<file path="config.mk">
export PLATFORM = sky130hd
export DESIGN_NAME = gcd_job_sequencer
export DESIGN_NICKNAME = d
export VERILOG_FILES = /design/src/rtl/gcd_pkg.sv /design/src/rtl/gcd_op_fifo.sv /design/src/rtl/gcd_job_sequencer.sv
export SDC_FILE = /design/constraint.sdc
export NUM_CORES = 1
export LEC_CHECK = 0
export CORE_AREA = 2 2 133 135
export DETAILED_ROUTE_END_ITERATION = 12
export DIE_AREA = 0 0 135 137
export PLACE_DENSITY = 0.78
export SLEW_MARGIN = 40
export SYNTH_ARGS = -nofsm -noshare
export SYNTH_HDL_FRONTEND = slang
export SYNTH_SLANG_ARGS = --single-unit
</file>
<file path="constraint.sdc">
create_clock -name clk -period 5.2 [get_ports clk]
set_input_delay 1.56 -clock clk [delete_from_list [all_inputs] [get_ports clk]]
set_output_delay 1.56 -clock clk [all_outputs]
set_load 0.05 [all_outputs]
</file>
<file path="src/rtl/gcd_pkg.sv">
// Shared definitions for the GCD job sequencer: default operand width and FSM encoding.
package gcd_pkg;

    localparam int unsigned GCD_WIDTH = 16;

    typedef enum logic [2:0] {
        S_IDLE   = 3'd0,
        S_LAUNCH = 3'd1,
        S_LOAD   = 3'd2,
        S_RUN    = 3'd3,
        S_DONE   = 3'd4
    } seq_state_e;

endpackage

</file>
<file path="src/rtl/gcd_op_fifo.sv">
// Synchronous operand-pair FIFO; head entry is visible combinationally on rdata_c.
module gcd_op_fifo #(
    parameter int unsigned DATA_W = 32,
    parameter int unsigned DEPTH  = 4
) (
    input  logic              clk,
    input  logic              rst,
    input  logic              push_i,
    input  logic [DATA_W-1:0] wdata_i,
    input  logic              pop_i,
    output logic [DATA_W-1:0] rdata_c,
    output logic              full_c,
    output logic              empty_c
);

    localparam int unsigned PTR_W = $clog2(DEPTH);
    localparam int unsigned AW    = PTR_W + 1;

    logic [DATA_W-1:0] mem_q [DEPTH];
    logic [AW-1:0]     wr_ptr_q;
    logic [AW-1:0]     rd_ptr_q;

    // Extra pointer bit distinguishes full from empty when the indices match.
    assign empty_c = (wr_ptr_q == rd_ptr_q);
    assign full_c  = (wr_ptr_q[PTR_W] != rd_ptr_q[PTR_W]) &&
                     (wr_ptr_q[PTR_W-1:0] == rd_ptr_q[PTR_W-1:0]);
    assign rdata_c = mem_q[rd_ptr_q[PTR_W-1:0]];

    always_ff @(posedge clk) begin
        if (push_i && !full_c) begin
            mem_q[wr_ptr_q[PTR_W-1:0]] <= wdata_i;
        end
    end

    always_ff @(posedge clk) begin
        if (rst) begin
            wr_ptr_q <= '0;
            rd_ptr_q <= '0;
        end else begin
            if (push_i && !full_c) begin
                wr_ptr_q <= wr_ptr_q + AW'(1);
            end
            if (pop_i && !empty_c) begin
                rd_ptr_q <= rd_ptr_q + AW'(1);
            end
        end
    end

endmodule

</file>
<file path="src/rtl/gcd_job_sequencer.sv">
// Buffers operand pairs, launches one GCD core job at a time, resolves zero operands
// locally and recovers a hung core with a RUN-state watchdog.
module gcd_job_sequencer
    import gcd_pkg::*;
#(
    parameter int unsigned WIDTH      = GCD_WIDTH,
    parameter int unsigned DEPTH      = 4,
    parameter int unsigned MAX_CYCLES = 65540
) (
    input  logic             clk,
    input  logic             rst,
    input  logic             in_valid,
    output logic             in_ready,
    input  logic [WIDTH-1:0] in_a,
    input  logic [WIDTH-1:0] in_b,
    output logic             go,
    output logic [WIDTH-1:0] op_a,
    output logic [WIDTH-1:0] op_b,
    output logic             core_rst,
    input  logic             a_eq_b,
    input  logic [WIDTH-1:0] gcd_val,
    output logic             out_valid,
    input  logic             out_ready,
    output logic [WIDTH-1:0] out_gcd,
    output logic             out_bypass,
    output logic             out_timeout
);

    localparam int unsigned CNT_W = $clog2(MAX_CYCLES + 1);

    seq_state_e         state_q;
    logic [CNT_W-1:0]   wd_cnt_q;
    logic               wd_pulse_q;
    logic               go_q;
    logic [WIDTH-1:0]   op_a_q;
    logic [WIDTH-1:0]   op_b_q;
    logic               out_valid_q;
    logic [WIDTH-1:0]   out_gcd_q;
    logic               out_bypass_q;
    logic               out_timeout_q;

    logic [2*WIDTH-1:0] fifo_rdata;
    logic               fifo_full;
    logic               fifo_empty;
    logic               push;
    logic               pop;
    logic               out_free;
    logic [WIDTH-1:0]   head_a;
    logic [WIDTH-1:0]   head_b;

    assign in_ready = !rst && !fifo_full;
    assign push     = in_valid && in_ready;
    assign out_free = !out_valid_q || out_ready;
    assign pop      = (state_q == S_IDLE) && !fifo_empty && out_free;
    assign head_a   = fifo_rdata[2*WIDTH-1:WIDTH];
    assign head_b   = fifo_rdata[WIDTH-1:0];

    gcd_op_fifo #(
        .DATA_W (2 * WIDTH),
        .DEPTH  (DEPTH)
    ) u_fifo (
        .clk     (clk),
        .rst     (rst),
        .push_i  (push),
        .wdata_i ({in_a, in_b}),
        .pop_i   (pop),
        .rdata_c (fifo_rdata),
        .full_c  (fifo_full),
        .empty_c (fifo_empty)
    );

    // Job FSM, watchdog and output register share one register process.
    always_ff @(posedge clk) begin
        if (rst) begin
            state_q       <= S_IDLE;
            wd_cnt_q      <= '0;
            wd_pulse_q    <= 1'b0;
            go_q          <= 1'b0;
            op_a_q        <= '0;
            op_b_q        <= '0;
            out_valid_q   <= 1'b0;
            out_gcd_q     <= '0;
            out_bypass_q  <= 1'b0;
            out_timeout_q <= 1'b0;
        end else begin
            go_q       <= 1'b0;
            wd_pulse_q <= 1'b0;
            if (out_valid_q && out_ready) begin
                out_valid_q <= 1'b0;
            end
            case (state_q)
                S_IDLE: begin
                    if (pop) begin
                        op_a_q <= head_a;
                        op_b_q <= head_b;
                        // A zero operand would never converge by subtraction.
                        if ((head_a == '0) || (head_b == '0)) begin
                            out_valid_q   <= 1'b1;
                            out_gcd_q     <= (head_a == '0) ? head_b : head_a;
                            out_bypass_q  <= 1'b1;
                            out_timeout_q <= 1'b0;
                        end else begin
                            go_q    <= 1'b1;
                            state_q <= S_LAUNCH;
                        end
                    end
                end
                S_LAUNCH: state_q <= S_LOAD;
                S_LOAD: begin
                    wd_cnt_q <= '0;
                    state_q  <= S_RUN;
                end
                S_RUN: begin
                    if (a_eq_b) begin
                        out_valid_q   <= 1'b1;
                        out_gcd_q     <= gcd_val;
                        out_bypass_q  <= 1'b0;
                        out_timeout_q <= 1'b0;
                        state_q       <= S_DONE;
                    end else if (wd_cnt_q == CNT_W'(MAX_CYCLES - 1)) begin
                        out_valid_q   <= 1'b1;
                        out_gcd_q     <= '0;
                        out_bypass_q  <= 1'b0;
                        out_timeout_q <= 1'b1;
                        wd_pulse_q    <= 1'b1;
                        state_q       <= S_DONE;
                    end else begin
                        wd_cnt_q <= wd_cnt_q + CNT_W'(1);
                    end
                end
                S_DONE:  state_q <= S_IDLE;
                default: state_q <= S_IDLE;
            endcase
        end
    end

    assign go          = go_q;
    assign op_a        = op_a_q;
    assign op_b        = op_b_q;
    assign core_rst    = rst || wd_pulse_q;
    assign out_valid   = out_valid_q;
    assign out_gcd     = out_gcd_q;
    assign out_bypass  = out_bypass_q;
    assign out_timeout = out_timeout_q;

endmodule
</file>
==> results of run 1 <==
==> metal layers <==
| layer | up-vias | routed length [microns] | part of all wire (%) |
|---|---|---|---|
| met5 | - | 0 | 0 |
| met4 | 0 | 607 | 3.1 |
| met3 | 54 | 1310 | 6.6 |
| met2 | 268 | 10200 | 52 |
| met1 | 2753 | 7600 | 39 |
| li1 | 2525 | - | - |
==> final timing paths <==
| path | end | start | depth (start not counted) |
|---|---|---|---|
| setup / recovery | in_ready | rst | 6 |
| hold / removal | op_a[14] | op_a[14] | 2 |
| setup reg to reg | out_gcd[3] | register | 8 |
| hold reg to reg | op_a[14] | op_a[14] | 2 |
==> through the flow <==
step,util (%),total power [W],hold WS (ps),cells
final,60.5,0.00508,460,954
after global routing,60.5,0.00528,481,954
after CTS,60.4,0.00510,461,953
after detailed placement,56.2,0.00359,453,913
after global placement,56.2,0.00356,451,913
after floorplan,-,0.00309,449,611
==> power groups by stage <==
stage | logic, W | clock network, W | registers [W]
6_report | 0.00154 | 0.00151 | 0.00203
2_1_floorplan | 0.000703 | 0 | 0.00239
3_3_place_gp | 0.00151 | 0 | 0.00205
3_5_place_dp | 0.00153 | 0 | 0.00206
4_1_cts | 0.00154 | 0.00154 | 0.00203
5_1_grt | 0.00164 | 0.00160 | 0.00204
==> Yosys cell counts <==
master and instances:
nand4_1 11, dfxtp_1 81, or4b_2 1, nor2b_1 1, o41ai_1 1, o31ai_1 2
xor2_1 8, buf_2 3, buf_6 5, o21a_1 1, mux4_2 32, or4_1 1
o221ai_1 3, and3_1 24, buf_4 2, clkbuf_1 27, and2_1 3, a31o_2 1
or2_1 1, o31a_1 1, nor4_1 11, nand2_1 95, buf_1 5, nor4b_1 2
o311a_1 16, a31oi_1 1, mux2_2 1, nand3b_1 1, o221ai_2 13, nand3_1 5
edfxtp_1 128, nor2_1 23, or3_1 7, xnor2_1 8, o21ai_0 7, o22ai_1 1
inv_1 8, a21oi_4 1, or2_2 1, nor3_1 2, ha_1 6, a22o_1 1
a21oi_1 59
==> flip-flops by register name (all words and copies together) (netlist names), named ones only <==
register         cells
u_fifo.rd_ptr_q      3
op_b                16
out_timeout          1
u_fifo.wr_ptr_q      3
u_fifo.mem_q       128
state_q              3
go                   1
wd_pulse_q           1
out_gcd             16
op_a                16
out_valid            1
wd_cnt_q            17
out_bypass           1
==> final cells by class <==
type,instances,share of cell area [%]
clock buffer,29,5.98
clock inverter,11,0.958
inverter,8,0.291
multi-input combinational,352,25.7
sequential,209,53.0
tap,225,2.73
timing repair buffer,120,11.3
==> kinds of logic (layout without fill, tap and decap cells) <==
logic type | after synthesis | count (layout) | synth area share, %
buffers and inverters | 50 | 168 | 2.84
adder cells (fa/ha/maj) | 6 | 6 | 0.900
AND/OR/NAND/NOR | 189 | 189 | 10.7
flip-flops | 209 | 209 | 65.6
multiplexers | 33 | 33 | 8.78
XOR/XNOR | 16 | 16 | 1.68
AO/OA/AOI/OAI | 108 | 108 | 9.58
==> worst max-delay path: cells and delay by family <==
kind | cells | cell delay, ps
buf+inv | 5 | 1080
compound gates | 1 | 170
==> qor.txt, run 1 <==
Largest net degree at the start of global routing - 51
CP Class - in -> out
Startpoint Class - input pin
Setup TNS - 0 ps
Multi-input gate area - 0.00265 sq mm
Crit. End Element - primary output
Worst IR Drop VDD - 0.343 mV
Reg power frac - 39.9%
Cell mode on critical path - buf_4
CP peak stage delay - 460 ps
Mean Syn Cell Area - 13.6 sq um
Worst skew pair latency - 520 ps
Net Switching - 0.00174 W
Clock Root Buffer - clkbuf_16
Req. time, crit path - 3640 ps
Commonest non-fill, non-tap cells in the layout - edfxtp_1 (128), clkdlybuf4s50_1 (104), nand2_1 (95), dfxtp_1 (80), a21oi_1 (58)
GR met3 Demand/Resource - 3.81%
Syn. warnings - 0
GR Layer Usage met1 - 26.8%
Yosys cell types - 43
Arrival @ worst endpoint - 2830 ps
Diodes inserted - 0
Finish-stage setup viols - 0
Final Hold Fails - 0
Design Area, Final - 0.0103 sq mm
Die area - 0.0185 sq mm
Vias per cell - 5.87
Final wirelength - 19,700 microns
Crit path cell chain - buf_2 > buf_4 > inv_1 > buf_4 > o21a_1 > buf_4
Final Worst Setup Slack - 813 ps
Starting density of the core - 48.9%
Vias in the first global route - 5,563
CTS H-tree depth - 1
Fill cells - 1,251
Post-CTS sizing - 0
Clk network pwr share - 29.8%
FMAX - 228 MHz
P_leak - 3.56 nW
Post-synthesis sequential area ratio - 65.6%
Nets - 772
WL per Instance - 20.7 microns
Post-Syn Area - 0.00834 sq mm
Die H - 137 microns
Routed Antenna Nets - 0
RSZ-0062 raised after global routing - no
CTS Sinks - 209
DR vias - 5,600
Pwr dens - 492 mW/mm^2
Row count - 48
# hold bufs at CTS - 0
Grt ovf - 0
Worst slack, placed - 830 ps
Measured slew at the worst slew-check pin - 744 ps
Post-synth top area cell - edfxtp_1
P_int - 0.00333 W
DR iter-0 viols - 568
CTS tree - built
Placed Area - 0.00958 sq mm
Sw frac - 34.3%
Global-route usage over all layers - 21.4%
Largest cells by area after synthesis - edfxtp_1 (46%), dfxtp_1 (19%), mux4_2 (8.6%), nand2_1 (4.3%), a21oi_1 (3.5%)
CTS Buffer Depth - 3
Die Span X - 135 microns
Worst Hold Class - reg -> reg
Post-synth top area share - 46.1%
Slew margin rel. - 50.2%
Port Buffers - 106
Cells after synthesis - 611
Initial antenna violation count - 0
Ratio of cells with drive above 1 in the final layout - 13.9%
R2r setup slk - 1750 ps
CTS Buf Count - 22
Register area - 0.00547 sq mm
Final min period - 4390 ps
Seq cells post-synth - 209
Combinational share of power - 30.3%
First-pass GRT wire length - 30,200 microns
Final period utilization - 84.4%
Slowest-stage cell, CP - buf_4
Most common cell after layout, fill and taps aside - edfxtp_1
Clk_skew - 23.9 ps
Area delta synth->final - 23.7%
DR DRC count - 0
Core area - 0.0171 sq mm
CTS clock-pin slew for the worst setup and hold paths - 60 ps
GRT met2 Usage - 37.8%
Dpl hpwl - 13,300 microns
DRT Pass-1 Iters - 5
Gpl congestion - 0.855
Max-cap viol count - 0
Synthesized Nets - 670
Io pins - 107
Most used routing layer - met2
Postcts setup bufs - 0
Fin. max-slew vios - 0
CP max FO - 50
Status - finished, final reports clean
(Power assumes the default switching activity.)
==> inputs of run 2 (changes only) <==
- PLACE_DENSITY: 0.78 -> 0.81
- clock period: 5.2 -> 3.9 ns (I/O delays scaled with it)
==> qor.txt, run 2 (synthesis results as in run 1) <==
Combinational share of power - 30.7% (+0.4 points)
Vias per cell - 5.89 (+0.41%)
CTS clock-pin slew for the worst setup and hold paths - 60 ps (about the same)
DR vias - 5,623 (+0.41%)
CP max FO - 19 (-62%)
Worst skew pair latency - 500 ps (-20 ps)
Postcts setup bufs - 0 (unchanged)
Worst Hold Class - reg -> reg
Clock Root Buffer - clkbuf_16
First-pass GRT wire length - 30,900 microns (+2.3%)
Finish-stage setup viols - 0 (unchanged)
Slew margin rel. - 60.0% (+9.8 points)
P_int - 0.00449 W (+35%)
CP Buf/Inv Count - 3 (-2)
Sw frac - 34.4% (+0.076 points)
Initial antenna violation count - 0 (unchanged)
RSZ-0062 raised after global routing - no
DR DRC count - 0 (unchanged)
R2r setup slk - 770 ps (-980 ps)
Pwr dens - 662 mW/mm^2 (+34%)
Status - finished, final reports clean
Dpl hpwl - 13,400 microns (+0.81%)
Grt ovf - 0 (unchanged)
Crit. End Element - primary output
Measured slew at the worst slew-check pin - 599 ps (-145 ps)
Max-cap viol count - 0 (unchanged)
# hold bufs at CTS - 0 (unchanged)
CTS Sinks - 209 (unchanged)
Largest net degree at the start of global routing - 39 (-24%)
Crit path cell chain - buf_2 > inv_1 > o21a_1 > buf_4
Nets - 773 (+0.13%)
Die area - 0.0185 sq mm (unchanged)
Starting density of the core - 48.9% (unchanged)
P_leak - 3.57 nW (+0.26%)
CP peak stage delay - 340 ps (-120 ps)
Final wirelength - 20,400 microns (+3.3%)
Final Hold Fails - 0 (unchanged)
Arrival @ worst endpoint - 2010 ps (-820 ps)
CTS Buffer Depth - 3 (unchanged)
Io pins - 107 (unchanged)
CP delay by family, top - buffers and inverters
Routed Antenna Nets - 0 (unchanged)
Clk_skew - 20.6 ps (-3.31 ps)
Global-route usage over all layers - 22.1% (+0.65 points)
FMAX - 314 MHz
Reg power frac - 39.1% (-0.8 points)
CTS Buf Count - 22 (unchanged)
Area delta synth->final - 24.1%
Slowest-stage cell, CP - buf_2
Startpoint Class - input pin
WL per Instance - 21.4 microns (+3.3%)
DR iter-0 viols - 570 (+0.35%)
Final period utilization - 81.6%
Port Buffers - 106 (unchanged)
Commonest non-fill, non-tap cells in the layout - edfxtp_1 (128), clkdlybuf4s50_1 (103), nand2_1 (95), dfxtp_1 (80), a21oi_1 (58)
Overall Power - 0.00685 W (+35%)
Max reg flops - 128 (unchanged)
Vias in the first global route - 5,654 (+1.6%)
Fin. max-slew vios - 0 (unchanged)
Req. time, crit path - 2730 ps (-910 ps)
Ratio of cells with drive above 1 in the final layout - 14.5% (+0.69 points)
Die Span X - 135 microns (unchanged)
CTS H-tree depth - 1 (unchanged)
Post-CTS sizing - 0 (unchanged)
Diodes inserted - 0 (unchanged)
Row count - 48 (unchanged)
Gpl congestion - 0.899 (+5.2%)
Setup TNS - 0 ps (unchanged)
Clk network pwr share - 30.2% (+0.4 points)
CP Class - in -> out
Die H - 137 microns (unchanged)
Fill cells - 1,275 (+1.9%)
Most common cell after layout, fill and taps aside - edfxtp_1
Core area - 0.0171 sq mm (unchanged)
Worst IR Drop VDD - 0.393 mV (+15%)
CTS tree - built
Net Switching - 0.00236 W (+35%)
Final min period - 3180 ps
DRT Pass-1 Iters - 7 (+2)
## run 2: cell count changes in the layout (fill, tap and decap cells not counted), moves of 2 or more
cell	previous run	this run
clkinv_4	0	2
buf_12	0	2
inv_6	0	4
clkbuf_8	4	0
clkinv_1	5	3
clkinv_2	4	1
nor2_2	0	2
## run 2: path summary, 6_finish.rpt
kind | from | endpoint | cells past startpoint
max | rst | in_ready | 4
min reg2reg | op_b[1] | op_b[1] | 2
min | op_b[1] | op_b[1] | 2
max reg2reg | register | out_gcd[10] | 8
## run 2: power groups by stage
stage	combinational [W]	clock [W]	sequential (W)
after CTS	0.00211	0.00210	0.00268
after global placement	0.00205	0	0.00271
after floorplan	0.000938	0	0.00318
after detailed placement	0.00210	0	0.00272
after global routing	0.00223	0.00218	0.00270
final	0.00210	0.00207	0.00268
## run 2: metrics by stage
step / cells / util, % / worst slack, ps / instance area (sq um) / hold slack [ps]
after floorplan: 611 / - / 715 / 8340 / 449
after global placement: 914 / 56.3 / 660 / 9610 / 447
after detailed placement: 915 / 56.4 / 714 / 9620 / 450
after CTS: 954 / 60.7 / 716 / 10300 / 459
after global routing: 954 / 60.7 / 674 / 10300 / 485
final: 954 / 60.7 / 718 / 10300 / 455
## run 2: per-layer routing
layer  GRT usage (%)  vias up  wire (microns)
li1                -     2534               -
met1            28.5     2759            8100
met2            36.7      270            9860
met3            3.93       60            1550
met4            10.1        0             851
met5               0        -               0
## run 2: worst reg2reg max path: cells and delay by family (launching register included)
family	cells	cell delay, ps
mux	1	620
flops	1	340
simple gates	2	800
compound gates	3	590
buf+inv	2	650
## run 2: area by class of cell
class	count	area, sq um	share of cell area [%]
clock inverter	14	141	1.37
multi-input combinational	352	2650	25.6
timing repair buffer	121	1200	11.6
inverter	8	30.0	0.290
clock buffer	25	583	5.63
tap	225	282	2.72
sequential	209	5470	52.8
==> inputs of run 3 (changes only) <==
- clock period: 3.9 -> 2.9 ns (I/O delays scaled with it)
==> qor.txt, run 3 (synthesis results as in run 1) <==
CP Class - reg -> reg
Post-CTS sizing - 0 (unchanged)
Final Core Density - 61.4% (+0.75 points)
Hold Path End - op_b[4]
RSZ-0062 raised after global routing - no
Worst IR Drop VDD - 0.487 mV (+24%)
Area delta synth->final - 25.7%
Non-Filler Instances - 968 (+1.5%)
Max reg flops - 128 (unchanged)
Slowest-stage cell, CP - mux4_2
CP delay by family, top - simple AND/OR/NAND/NOR gates
Vias in the first global route - 5,860 (+3.6%)
Vias per cell - 6.04 (+2.4%)
Worst Hold Class - reg -> reg
CP Buf/Inv Count - 3 (unchanged)
Worst min-delay path startpoint - op_b[4]
R2R Path End - out_gcd[11]
Hold Crit Depth - 2 (unchanged)
Die Span X - 135 microns (unchanged)
CP peak stage delay - 630 ps (+290 ps)
Io pins - 107 (unchanged)
Pwr dens - 876 mW/mm^2 (+32%)
Postcts setup bufs - 0 (unchanged)
Crit. End Element - register
CP max FO - 21 (+2)
Fin. max-slew vios - 0 (unchanged)
Finish-stage setup viols - 0 (unchanged)
Crit path cell chain - buf_12 > mux4_2 > nor4_1 > nand4_1 > a21oi_4 > buf_12 > buf_4 > o311a_1
Die area - 0.0185 sq mm (unchanged)
Starting density of the core - 48.9% (unchanged)
CTS Buf Count - 22 (unchanged)
Most common cell after layout, fill and taps aside - edfxtp_1
Final wirelength - 21,400 microns (+5.2%)
Commonest non-fill, non-tap cells in the layout - edfxtp_1 (128), clkdlybuf4s50_1 (103), nand2_1 (95), dfxtp_1 (80), a21oi_1 (58)
R2r setup slk - 160 ps (-610 ps)
DR vias - 5,845 (+3.9%)
Port Buffers - 106 (unchanged)
Measured slew at the worst slew-check pin - 593 ps (-6.02 ps)
Core area - 0.0171 sq mm (unchanged)
Routed Antenna Nets - 0 (unchanged)
Final period utilization - 94.4%
Nets - 786 (+1.7%)
Setup TNS - 0 ps (unchanged)
Max-cap viol count - 0 (unchanged)
Startpoint Class - register
Multi-input gate area - 0.00266 sq mm (+0.19%)
CTS tree - built
Cell mode on critical path - buf_12
Dpl hpwl - 14,200 microns (+6.3%)
CTS Buffer Depth - 3 (unchanged)
Diodes inserted - 0 (unchanged)
Ratio of cells with drive above 1 in the final layout - 15.1% (+0.53 points)
DRT Pass-1 Iters - 5 (-2)
Clk_skew - 13.5 ps (-7.11 ps)
CTS Sinks - 209 (unchanged)
Design Area, Final - 0.0105 sq mm (+1.2%)
Worst skew pair latency - 500 ps (about the same)
CTS clock-pin slew for the worst setup and hold paths - 60 ps (about the same)
WL per Instance - 22.1 microns (+3.7%)
DR DRC count - 0 (unchanged)
Largest net degree at the start of global routing - 37 (-5.1%)
Global-route usage over all layers - 22.9% (+0.86 points)
Initial antenna violation count - 0 (unchanged)
Arrival @ worst endpoint - 3170 ps (+1160 ps)
First-pass GRT wire length - 32,500 microns (+5.0%)
Req. time, crit path - 3340 ps (+610 ps)
Status - finished, final reports clean
Slew margin rel. - 60.4% (+0.45 points)
Placed Area - 0.00980 sq mm (+1.8%)
Register area - 0.00547 sq mm (unchanged)
Row count - 48 (unchanged)
Placed Cells - 928 (+1.4%)
Fill cells - 1,278 (+0.24%)
FMAX - 365 MHz
CTS H-tree depth - 1 (unchanged)
Final min period - 2740 ps
Final Hold Fails - 0 (unchanged)
DR iter-0 viols - 633 (+11%)
Die H - 137 microns (unchanged)
Clock Root Buffer - clkbuf_16
# hold bufs at CTS - 0 (unchanged)
Gpl congestion - 0.934 (+3.8%)
P_leak - 3.63 nW (+1.8%)
Grt ovf - 0 (unchanged)
R2R cell count - 8 (unchanged)
run 3: cell types whose count changed in the layout (fill, tap and decap cells not counted), sizes merged:
cell	delta
inv	-4
bufinv	-1
clkinvlp	-2
clkinv	+4
clkbuf	+4
buf	+13
run 3: metrics by stage:
step / hold slack, ps / setup slack (ps) / power, W
6_report: 457 / 164 / 0.00918
5_1_grt: 485 / 45.0 / 0.00950
4_1_cts: 460 / 186 / 0.00918
3_5_place_dp: 447 / 108 / 0.00655
3_3_place_gp: 448 / 210 / 0.00648
2_1_floorplan: 449 / 15.5 / 0.00554
run 3: how the worst max path moves through the flow:
| stage | endpoint | cells after the start | slack [ps] |
|---|---|---|---|
| final | out_gcd[11] | 8 | 160 |
| after floorplan | u_fifo.mem_q[3][0] | 4 | 20 |
| after global placement | op_b[0] | 6 | 210 |
| after CTS | out_gcd[11] | 8 | 190 |
| after global routing | out_gcd[11] | 8 | 40 |
| after detailed placement | op_b[1] | 6 | 110 |
run 3: report_power, final:
part / switching [W] / internal [W] / total [W]
sequential: 0.000194 / 0.00344 / 0.00363
clock: 0.00108 / 0.00153 / 0.00262
combinational: 0.00190 / 0.00103 / 0.00293
run 3: worst register-to-register path, cell delays in order, from the launching register on:
cell and delay [ps]:
dfxtp_2 360, buf_12 210, mux4_2 640, nor4_1 410, nand4_1 240, a21oi_4 280, buf_12 200, buf_4 170
o311a_1 180
run 3: layout make-up:
cell class	instances	area share, %
clock buffers	29	5.71
clock inverters	11	0.681
flip-flops and latches	209	52.2
multi-input cells	352	25.4
repair buffers	134	13.1
inverters	8	0.287
well taps	225	2.69
run 3: per-layer routing:
| metal | up-vias | wire length (microns) | share of wire, % | GRT usage (%) |
|---|---|---|---|---|
| li1 | 2555 | - | - | - |
| met1 | 2882 | 8260 | 39 | 28.9 |
| met2 | 343 | 10600 | 49 | 39.3 |
| met3 | 65 | 1700 | 7.9 | 4.30 |
| met4 | 0 | 865 | 4.0 | 9.20 |
| met5 | - | 0 | 0 | 0 |
